### src/rtl/uart_rom_loader.sv
// ---------------------------------------------------------------------------
// uart_rom_loader: receives a length-prefixed 8N1 byte stream and feeds it
// word-by-word to a SoC ROM loader. Optional trailing checksum: define
// UART_ROM_LOADER_CHECKSUM_EN.   Revision: 1.0
// ---------------------------------------------------------------------------
`default_nettype none

module uart_rom_loader #(
  parameter int CLKS_PER_BIT = 218,
  parameter int DATA_WIDTH   = 16
) (
  input  logic                  clk,
  input  logic                  reset,
  input  logic                  uart_rx,
  output logic                  rom_loader_reset,
  output logic                  rom_loader_load,
  output logic [DATA_WIDTH-1:0] rom_loader_data,
  input  logic                  rom_loader_load_received,
  input  logic                  rom_loader_ack,
  output logic                  busy,
  output logic                  done_loading,
  output logic                  error
);

  localparam int CNT_W = $clog2(CLKS_PER_BIT + 1);
  localparam logic [CNT_W-1:0] BIT_LAST  = CNT_W'(CLKS_PER_BIT - 1);
  localparam logic [CNT_W-1:0] HALF_LAST = CNT_W'(CLKS_PER_BIT / 2 - 1);

  localparam logic [1:0] RX_IDLE  = 2'd0;
  localparam logic [1:0] RX_START = 2'd1;
  localparam logic [1:0] RX_DATA  = 2'd2;
  localparam logic [1:0] RX_STOP  = 2'd3;

  localparam logic [3:0] IDLE     = 4'd0;
  localparam logic [3:0] LEN_HI   = 4'd1;
  localparam logic [3:0] LEN_LO   = 4'd2;
  localparam logic [3:0] WORD_HI  = 4'd3;
  localparam logic [3:0] WORD_LO  = 4'd4;
  localparam logic [3:0] LOAD     = 4'd5;
  localparam logic [3:0] WAIT_ACK = 4'd6;
  localparam logic [3:0] DONE     = 4'd8;
  localparam logic [3:0] ERROR    = 4'd9;
`ifdef UART_ROM_LOADER_CHECKSUM_EN
  localparam logic [3:0] CHECK    = 4'd7;
  localparam logic [3:0] TAIL     = CHECK;
`else
  localparam logic [3:0] TAIL     = DONE;
`endif

  logic             rx_meta, rx_sync, rx_prev;
  logic [1:0]       rx_state;
  logic [CNT_W-1:0] rx_cnt;
  logic [2:0]       rx_bit;
  logic [7:0]       rx_shift;
  logic             rx_valid, rx_ferr;
  logic             rx_start_edge;

  assign rx_start_edge = (rx_state == RX_IDLE) && rx_prev && !rx_sync;

  always_ff @(posedge clk or posedge reset) begin
    if (reset) begin
      rx_meta  <= 1'b1;
      rx_sync  <= 1'b1;
      rx_prev  <= 1'b1;
      rx_state <= RX_IDLE;
      rx_cnt   <= '0;
      rx_bit   <= '0;
      rx_shift <= '0;
      rx_valid <= 1'b0;
      rx_ferr  <= 1'b0;
    end else begin
      rx_meta  <= uart_rx;
      rx_sync  <= rx_meta;
      rx_prev  <= rx_sync;
      rx_valid <= 1'b0;
      rx_ferr  <= 1'b0;
      case (rx_state)
        RX_IDLE: begin
          if (rx_start_edge) begin
            rx_state <= RX_START;
            rx_cnt   <= '0;
          end
        end
        RX_START: begin
          // A start bit that is high again at mid-bit was a glitch
          if (rx_cnt == HALF_LAST) begin
            rx_cnt   <= '0;
            rx_bit   <= '0;
            rx_state <= rx_sync ? RX_IDLE : RX_DATA;
          end else begin
            rx_cnt <= rx_cnt + CNT_W'(1);
          end
        end
        RX_DATA: begin
          if (rx_cnt == BIT_LAST) begin
            rx_cnt   <= '0;
            rx_shift <= {rx_sync, rx_shift[7:1]};
            rx_bit   <= rx_bit + 3'd1;
            if (rx_bit == 3'd7) rx_state <= RX_STOP;
          end else begin
            rx_cnt <= rx_cnt + CNT_W'(1);
          end
        end
        RX_STOP: begin
          if (rx_cnt == BIT_LAST) begin
            rx_valid <= rx_sync;
            rx_ferr  <= !rx_sync;
            rx_state <= RX_IDLE;
          end else begin
            rx_cnt <= rx_cnt + CNT_W'(1);
          end
        end
        default: rx_state <= RX_IDLE;
      endcase
    end
  end

  logic [3:0]            state;
  logic                  buf_full;
  logic [7:0]            buf_data;
  logic [15:0]           remaining;
  logic [7:0]            len_hi, word_hi;
  logic [DATA_WIDTH-1:0] data_q;
  logic                  consume, active, overrun;
`ifdef UART_ROM_LOADER_CHECKSUM_EN
  logic [7:0]            csum;
`endif

  always_comb begin
    consume = 1'b0;
    case (state)
      LEN_HI, LEN_LO, WORD_HI, WORD_LO: consume = buf_full;
`ifdef UART_ROM_LOADER_CHECKSUM_EN
      CHECK: consume = buf_full;
`endif
      default: consume = 1'b0;
    endcase
  end

  assign active  = (state != DONE) && (state != ERROR);
  assign overrun = rx_valid && buf_full && !consume;

  always_ff @(posedge clk or posedge reset) begin
    if (reset) begin
      state     <= IDLE;
      buf_full  <= 1'b0;
      buf_data  <= '0;
      remaining <= '0;
      len_hi    <= '0;
      word_hi   <= '0;
      data_q    <= '0;
`ifdef UART_ROM_LOADER_CHECKSUM_EN
      csum      <= '0;
`endif
    end else begin
      // Single-entry byte buffer decouples the receiver from the SoC handshake
      if (active && rx_valid) begin
        buf_full <= 1'b1;
        buf_data <= rx_shift;
      end else if (consume) begin
        buf_full <= 1'b0;
      end
`ifdef UART_ROM_LOADER_CHECKSUM_EN
      if (consume && state != CHECK) csum <= csum + buf_data;
`endif
      if (active && (rx_ferr || overrun)) begin
        state <= ERROR;
      end else begin
        case (state)
          IDLE:     if (rx_start_edge) state <= LEN_HI;
          LEN_HI: begin
            if (consume) begin
              len_hi <= buf_data;
              state  <= LEN_LO;
            end
          end
          LEN_LO: begin
            if (consume) begin
              remaining <= {len_hi, buf_data};
              state     <= ({len_hi, buf_data} == 16'd0) ? TAIL : WORD_HI;
            end
          end
          WORD_HI: begin
            if (consume) begin
              word_hi <= buf_data;
              state   <= WORD_LO;
            end
          end
          WORD_LO: begin
            if (consume) begin
              data_q <= DATA_WIDTH'({word_hi, buf_data});
              state  <= LOAD;
            end
          end
          LOAD:     if (rom_loader_load_received) state <= WAIT_ACK;
          WAIT_ACK: begin
            if (rom_loader_ack) begin
              remaining <= remaining - 16'd1;
              state     <= (remaining == 16'd1) ? TAIL : WORD_HI;
            end
          end
`ifdef UART_ROM_LOADER_CHECKSUM_EN
          CHECK: if (consume) state <= (buf_data == csum) ? DONE : ERROR;
`endif
          DONE, ERROR: state <= state;
          default:     state <= ERROR;
        endcase
      end
    end
  end

  assign rom_loader_load  = (state == LOAD);
  assign rom_loader_data  = data_q;
  assign busy             = active && (state != IDLE) && (state != LEN_HI);
  assign rom_loader_reset = busy;
  assign done_loading     = (state == DONE);
  assign error            = (state == ERROR);

endmodule

`default_nettype wire

### config.mk
export PLATFORM = sky130hd
export DESIGN_NAME = uart_rom_loader
export DESIGN_NICKNAME = d
export VERILOG_FILES = /design/src/rtl/uart_rom_loader.sv
export SDC_FILE = /design/constraint.sdc
export NUM_CORES = 1
export LEC_CHECK = 0
export ABC_AREA = 1
export CORE_MARGIN = 8
export CORE_UTILIZATION = 40
export CTS_BUF_LIST = sky130_fd_sc_hd__clkbuf_8
export CTS_CLUSTER_SIZE = 12
export DETAILED_ROUTE_END_ITERATION = 8
export SYNTH_ARGS = -nofsm -noshare
export SYNTH_HDL_FRONTEND = slang
export SYNTH_SLANG_ARGS = --single-unit
### constraint.sdc
create_clock -name clk -period 2.6 [get_ports clk]
set_input_delay 0.52 -clock clk [delete_from_list [all_inputs] [get_ports clk]]
set_output_delay 0.52 -clock clk [all_outputs]
set_load 0.01 [all_outputs]
==> summary.md <==
| Metric | Value |
|---|---|
| Vias | 3635 |
| Layout Nets | 618 |
| Finished Layout Cells | 751 |
| Crit path buf inv count | 2 |
| Post-DP HPWL | 7246 um |
| Fin. max-slew vios | 0 |
| First-pass DRT Iterations | 4 |
| Initial antenna violation count | 0 |
| Layout cells sized above 1 | 6.383% |
| Setup Fix Bufs, Post-CTS | 0 |
| Ports | 26 |
| Die Footprint | 14740 um2 |
| Setup_tns | 0 ns |
| Root Buffer | clkbuf_8 |
| Area Growth Syn to Fin | 14.16% |
| Chip height | 121.4 um |
| Clock Path Buffers | 2 |
| DP Area | 4852 um2 |
| Global route overflow | 0 |
| N_diodes | 0 |
| Endpoint class of the critical path | output pin |
| Clk pin slew, worst setup/hold paths | 0.08 ns |
| WL per Instance | 12.91 um |
| CTS buffer count | 9 |
| Largest cells by area after synthesis | dfrtp_1 47%, nand2_1 14%, nor2_1 6.1% |
| Crit path DAT | 1.75 ns |
| Post-Syn Area | 4446 um2 |
| Largest net degree at the start of global routing | 37 |
| Reg area | 2181 um2 |
| WP data required | 2.08 ns |
| YS warnings | 0 |
| Post-cts resize count | 0 |
| #FFs+latches synth | 87 |
| Skew-Pair Late Insertion Delay | 0.35 ns |
| Hold Fails Final Rpt | 0 |
| Post-Synth Simple-Gate Area | 28.20% |
| Post-synth EDFFs | 0 |
| Final ANT Viol Nets | 0 |
| Final worst path period share | 87.13% |
| Slowest CP cell | clkdlybuf4s50_1 |
| Top cell type's share of synthesized area | 47.28% |
| Sequential-to-total area share from yosys stat | 49.06% |
| Area leader, netlist | dfrtp_1 |
| Slew @ Worst Pin | 0.5498 ns |
| Post-Synth XOR/XNOR Area | 1.379% |
| RSZ-0062 raised after global routing | false |
| Vias in the first global route | 3743 |
| Area of the multi-input gates | 1913 um2 |
| Slowest Stage Delay on Critical Path | 0.56 ns |
| Core Util, Final | 46.81% |
| Synth Area in Adders | 1.970% |
| Max Freq | 0.4414 GHz |
| 1st-iter DRT viols | 172 |
| Post-Syn Nets | 592 |
| Top FF cell, synth | dfrtp_1 |
| Status | finished clean |
| Gr usage total | 14.40% |
| WL final | 9696 um |
| TritonCTS clock tree | yes |
| Post-synth ARST share | 100.0% |
| Slew HR | 63.23% |
| Initial cell density of the core | 41.01% |
| VDD IR max | 0.3617 mV |
| Max Cap Viol | 0 |
| Gp weighted congestion | 0.8703 |
| Cell area after layout | 5075 um2 |
| Pwr Total | 3.532 mW |
| Unique masters post-synth | 31 |
| Mux contribution to synthesized area | 0% |
| Compound-Gate Fraction of Synth Area | 11.43% |
| CP Cell Sequence | inv_2 > nand2_1 > nor2_1 > clkdlybuf4s50_1 |
| Htree depth | 3 |
| CP Class | flop to output pin |
| Min Clock Period, post-route | 2.266 ns |
| CP delay by family, top | buffers and inverters |
| PortBufs | 25 |
| Setup crit start kind | flop |
| Pleak | 2.372 nW |
| CTS Hold Bufs | 0 |
| Die W | 121.4 um |
| First-pass GRT wire length | 17220 um |
| Max Fanout on Critical Path | 6 |
| Syn Area/Cell | 7.665 um2 |
| Synth Instances | 580 |
| Clock Skew | 0.008215 ns |
| FP Rows | 38 |
| HP Class | flop to flop |
| Fillers | 1091 |
| Core Region | 10840 um2 |
| Dpl cells | 735 |
| Clock Sinks | 87 |
| Vias/cell | 4.840 |
| Final setup viols | 0 |
| Power Dens Cells | 695.9 nW/um2 |
| Main combinational cell family by area after synthesis | simple AND/OR/NAND/NOR gates |
| Drt drc | 0 |
metal layers:
layer	share of wire, %	global-route usage (%)	vias up
li1	-	-	1879
met1	46	17.11	1716
met2	50	24.56	31
met3	2.7	3.537	9
met4	1.3	5.474	0
met5	0	0	-
synth_stat cells (4+ instances only):
| cell | n |
|---|---|
| ha_1 | 7 |
| nand2_1 | 170 |
| xor2_1 | 5 |
| o21ai_0 | 54 |
| dfrtp_1 | 84 |
| a21oi_1 | 8 |
| o21ai_1 | 10 |
| nand2_2 | 4 |
| nor2_1 | 72 |
| inv_1 | 69 |
| nand3_1 | 37 |
| o21a_1 | 17 |
| nor3_1 | 5 |
| buf_2 | 7 |
| inv_2 | 4 |
report_power, final:
| part | internal (mW) | switching (mW) | total (mW) | leakage [nW] |
|---|---|---|---|---|
| Combinational | 0.303 | 0.587 | 0.891 | 1.09 |
| Clock | 0.564 | 0.472 | 1.04 | 0.114 |
| Sequential | 1.47 | 0.133 | 1.61 | 1.17 |
| Total | 2.34 | 1.19 | 3.53 | 2.37 |
stage by stage:
stage	setup WS, ns	hold slack, ns
final	0.3345	0.3599
after CTS	0.2920	0.3618
after floorplan	1.075	0.3452
after global routing	0.1799	0.3667
after global placement	0.5984	0.3476
after detailed placement	0.5367	0.3491
cell type report:
type	instances	share of cell area (%)
Timing Repair Buffer	29	6.016
Multi-Input combinational cell	406	37.70
Sequential cell	87	42.97
Clock buffer	10	2.712
Clock inverter	6	1.677
Inverter	73	5.473
Tap cell	140	3.452
flip-flops by register name, indices dropped and copies added, names as in the netlist, named ones only:
register and count:
rx_state 1, rx_bit 3, rx_prev 1, rx_valid 1
rom_loader_data 16, rx_ferr 1, rx_meta 1, state 4
rx_cnt 8, rx_sync 1, word_hi 8, rx_shift 8
remaining 16, len_hi 8, buf_full 1, buf_data 8
path summary, 6_finish.rpt:
path / start / endpoint / slack (ns) / depth (start not counted)
min in group asynchronous: reset / rom_loader_data[15] / 0.55 / 2
worst max-delay path: state[1] / rom_loader_load / 0.33 / 4
max in group asynchronous: reset / len_hi[4] / 1.51 / 3
worst min-delay path: rx_meta / rx_sync / 0.36 / 0
worst min register to register: rx_meta / rx_sync / 0.36 / 0
worst max register to register: state[1] / remaining[6] / 0.48 / 9
layout by cell type (no fill, tap or decap), drive strengths merged:
cell and instances:
clkbuf 10, o21ai 64, nand3 40, o22ai 1, bufinv 2, nand2 174
a21oi 8, clkdlybuf4s50 25, xor2 5, clkinvlp 2, buf 4, o21a 17
nor3b 1, ha 7, nor2 75, dfstp 3, xnor2 2, and3 1
o211ai 1, clkinv 2, nor3 6, a31oi 1, inv 73, nand4 3
dfrtp 84
worst reg2reg max path: cells and delay by family (launching register included):
kind / cells / cell delay, ns
and+or+nand+nor: 6 / 1.02
buffers and inverters: 2 / 0.49
DFF: 1 / 0.44
AOI/OAI and AO/OA: 1 / 0.09
cell families after synthesis:
family | after synthesis
compound gates | 92
xor+xnor | 7
fa+ha+maj | 7
buf+inv | 87
flops | 87
simple gates | 300
Power figures use the tool's default switching activity.
==> RTL change (same settings) <==
Add a define of `UART_ROM_LOADER_CHECKSUM_EN`.
--- a/src/rtl/uart_rom_loader.sv
+++ b/src/rtl/uart_rom_loader.sv
@@ -4,6 +4,8 @@
 // UART_ROM_LOADER_CHECKSUM_EN.   Revision: 1.0
 // ---------------------------------------------------------------------------
 `default_nettype none
+
+`define UART_ROM_LOADER_CHECKSUM_EN
 
 module uart_rom_loader #(
   parameter int CLKS_PER_BIT = 218,
Behaviour: no difference found for any inputs over 10 cycles, from zero or initial values and one cycle with reset high; that may be too few to reach the edited logic, so the function may still have changed.
==> RTL change against the unedited design <==
Area after synthesis is 16% higher. Routed wire length increased by 26%. First-iteration DRC count rose by 78%. Sequential power up 7%. Sequential share of layout area shrank 1.7 points. Largest cell class is now multi-input gates. Non-clock buffer count is 1 higher. Register-to-register slack better by 0.03 ns. Highest routed layer unchanged. Power is 25% higher. Worst setup slack got worse by 0.19 ns. Via count is 17% higher. Hold slack about the same. Final area increased by 14%. Sequential cell count is 8 higher.
==> RTL change: results (changes against the unedited design) <==
metric;value;unit;change
register-to-register path setup slack;0.51;ns;+0.03 ns
proportion of synthesized chip area in sequential cells;0.462;;-0.0283
clock latency at the later pin of the worst-skew pair;0.38;ns;+0.03 ns
met2 layer wire length in the routed design;6050;microns;+24%
worst flop-to-flop path endpoint;csum[7];;
DR WL met3;307;microns;+16%
Synth Net Count;682;;+15%
endpoint of the worst setup timing path;busy;;
filler cell count;1285;;+18%
Mean Syn Cell Area;7.78;sq um;+1.5%
met2 demand-to-capacity share in global routing;0.271;;+0.0252
number of global-route vias before repair;4204;;+12%
outcome;finished, final reports clean;;
number of cells in the design after placement;850;;+16%
largest net degree at the start of global routing;50;;+35%
switching part of the total power;0.417;;+0.0797
Yosys cell types;39;;+26%
cells on worst reg2reg path;10;;+1
number of optimization iterations in the first detailed-route pass;5;;+1
Worst Tran Pin Value;0.592;ns;+0.0424 ns
half-perimeter wire length after detailed placement;8890;microns;+23%
total routing usage reported by global routing;0.157;;+0.0128
Final Skew;0.0139;ns;+0.00569 ns
Worst Hold Class;flop to flop;;
GR Util met3;0.0374;;+0.00202
GP Congestion;0.911;;+4.7%
arrival time reported for the critical path endpoint;1.93;ns;+0.18 ns
most instantiated cells after synthesis;sky130_fd_sc_hd__nand2_1, sky130_fd_sc_hd__dfrtp_1, sky130_fd_sc_hd__inv_1, sky130_fd_sc_hd__nor2_1, sky130_fd_sc_hd__o21ai_0;;
LEAKAGE;2.92;nW;+23%
detailed-route vias per instance;4.93;;+1.8%
Initial DRC Count;307;;+78%
start point of the critical path;state[2];;
Place WS;0.535;ns;-0.00178 ns
ratio of cells with drive above 1 in the final layout;0.0893;;+0.0255
M1 GR Usage;0.193;;+0.0215
antenna violations before repair;0;;unchanged
total length of routed wires;12200;microns;+26%
nets@finish;709;;+15%
global-route wire length before repair;20800;microns;+21%
worst ir drop on vdd;0.431;mV;+19%
metal1 wirelength;5710;microns;+29%
largest fanout on the critical path;8;;+2
RTL change: area by class of cell:
cell class | instances | area (sq um) | share of cell area
Clock buffer | 10 | 138 | 0.0239
Sequential cell | 95 | 2380 | 0.413
Inverter | 75 | 285 | 0.0495
Tap cell | 172 | 215 | 0.0373
Clock inverter | 6 | 43.8 | 0.00760
Multi-Input combinational cell | 478 | 2390 | 0.414
Timing Repair Buffer | 30 | 313 | 0.0543
RTL change: cells by family after synthesis:
group,Yosys count,synth area share
xor gates and xnor gates,12,0.0204
adders and majority gates,15,0.0379
buffers and inverters,89,0.0741
DFF,95,0.462
AOI/OAI and AO/OA,88,0.102
and+or+nand+nor,363,0.304
RTL change: power by group through the flow:
stage,sequential (mW),clock (mW),combinational [mW]
global placement,1.76,0,1.73
detailed placement,1.76,0,1.76
finish,1.73,0.922,1.76
global route,1.76,1.02,2.03
floorplan,1.73,0,1.38
CTS,1.73,0.964,1.76
RTL change: critical path, stage by stage, from the launching register on:
cell and delay (ns):
sky130_fd_sc_hd__dfrtp_1 0.45, sky130_fd_sc_hd__inv_2 0.13, sky130_fd_sc_hd__nand3_2 0.23, sky130_fd_sc_hd__o21ai_0 0.18
sky130_fd_sc_hd__inv_1 0.09, sky130_fd_sc_hd__clkdlybuf4s50_1 0.48
RTL change: worst min-delay path by stage:
| stage | startpoint | end | slack [ns] |
|---|---|---|---|
| floorplan | rx_meta | rx_sync | 0.35 |
| global placement | rx_meta | rx_sync | 0.35 |
| detailed placement | rx_meta | rx_sync | 0.35 |
| CTS | rx_meta | rx_sync | 0.36 |
| global route | rx_meta | rx_sync | 0.37 |
| finish | rx_meta | rx_sync | 0.36 |
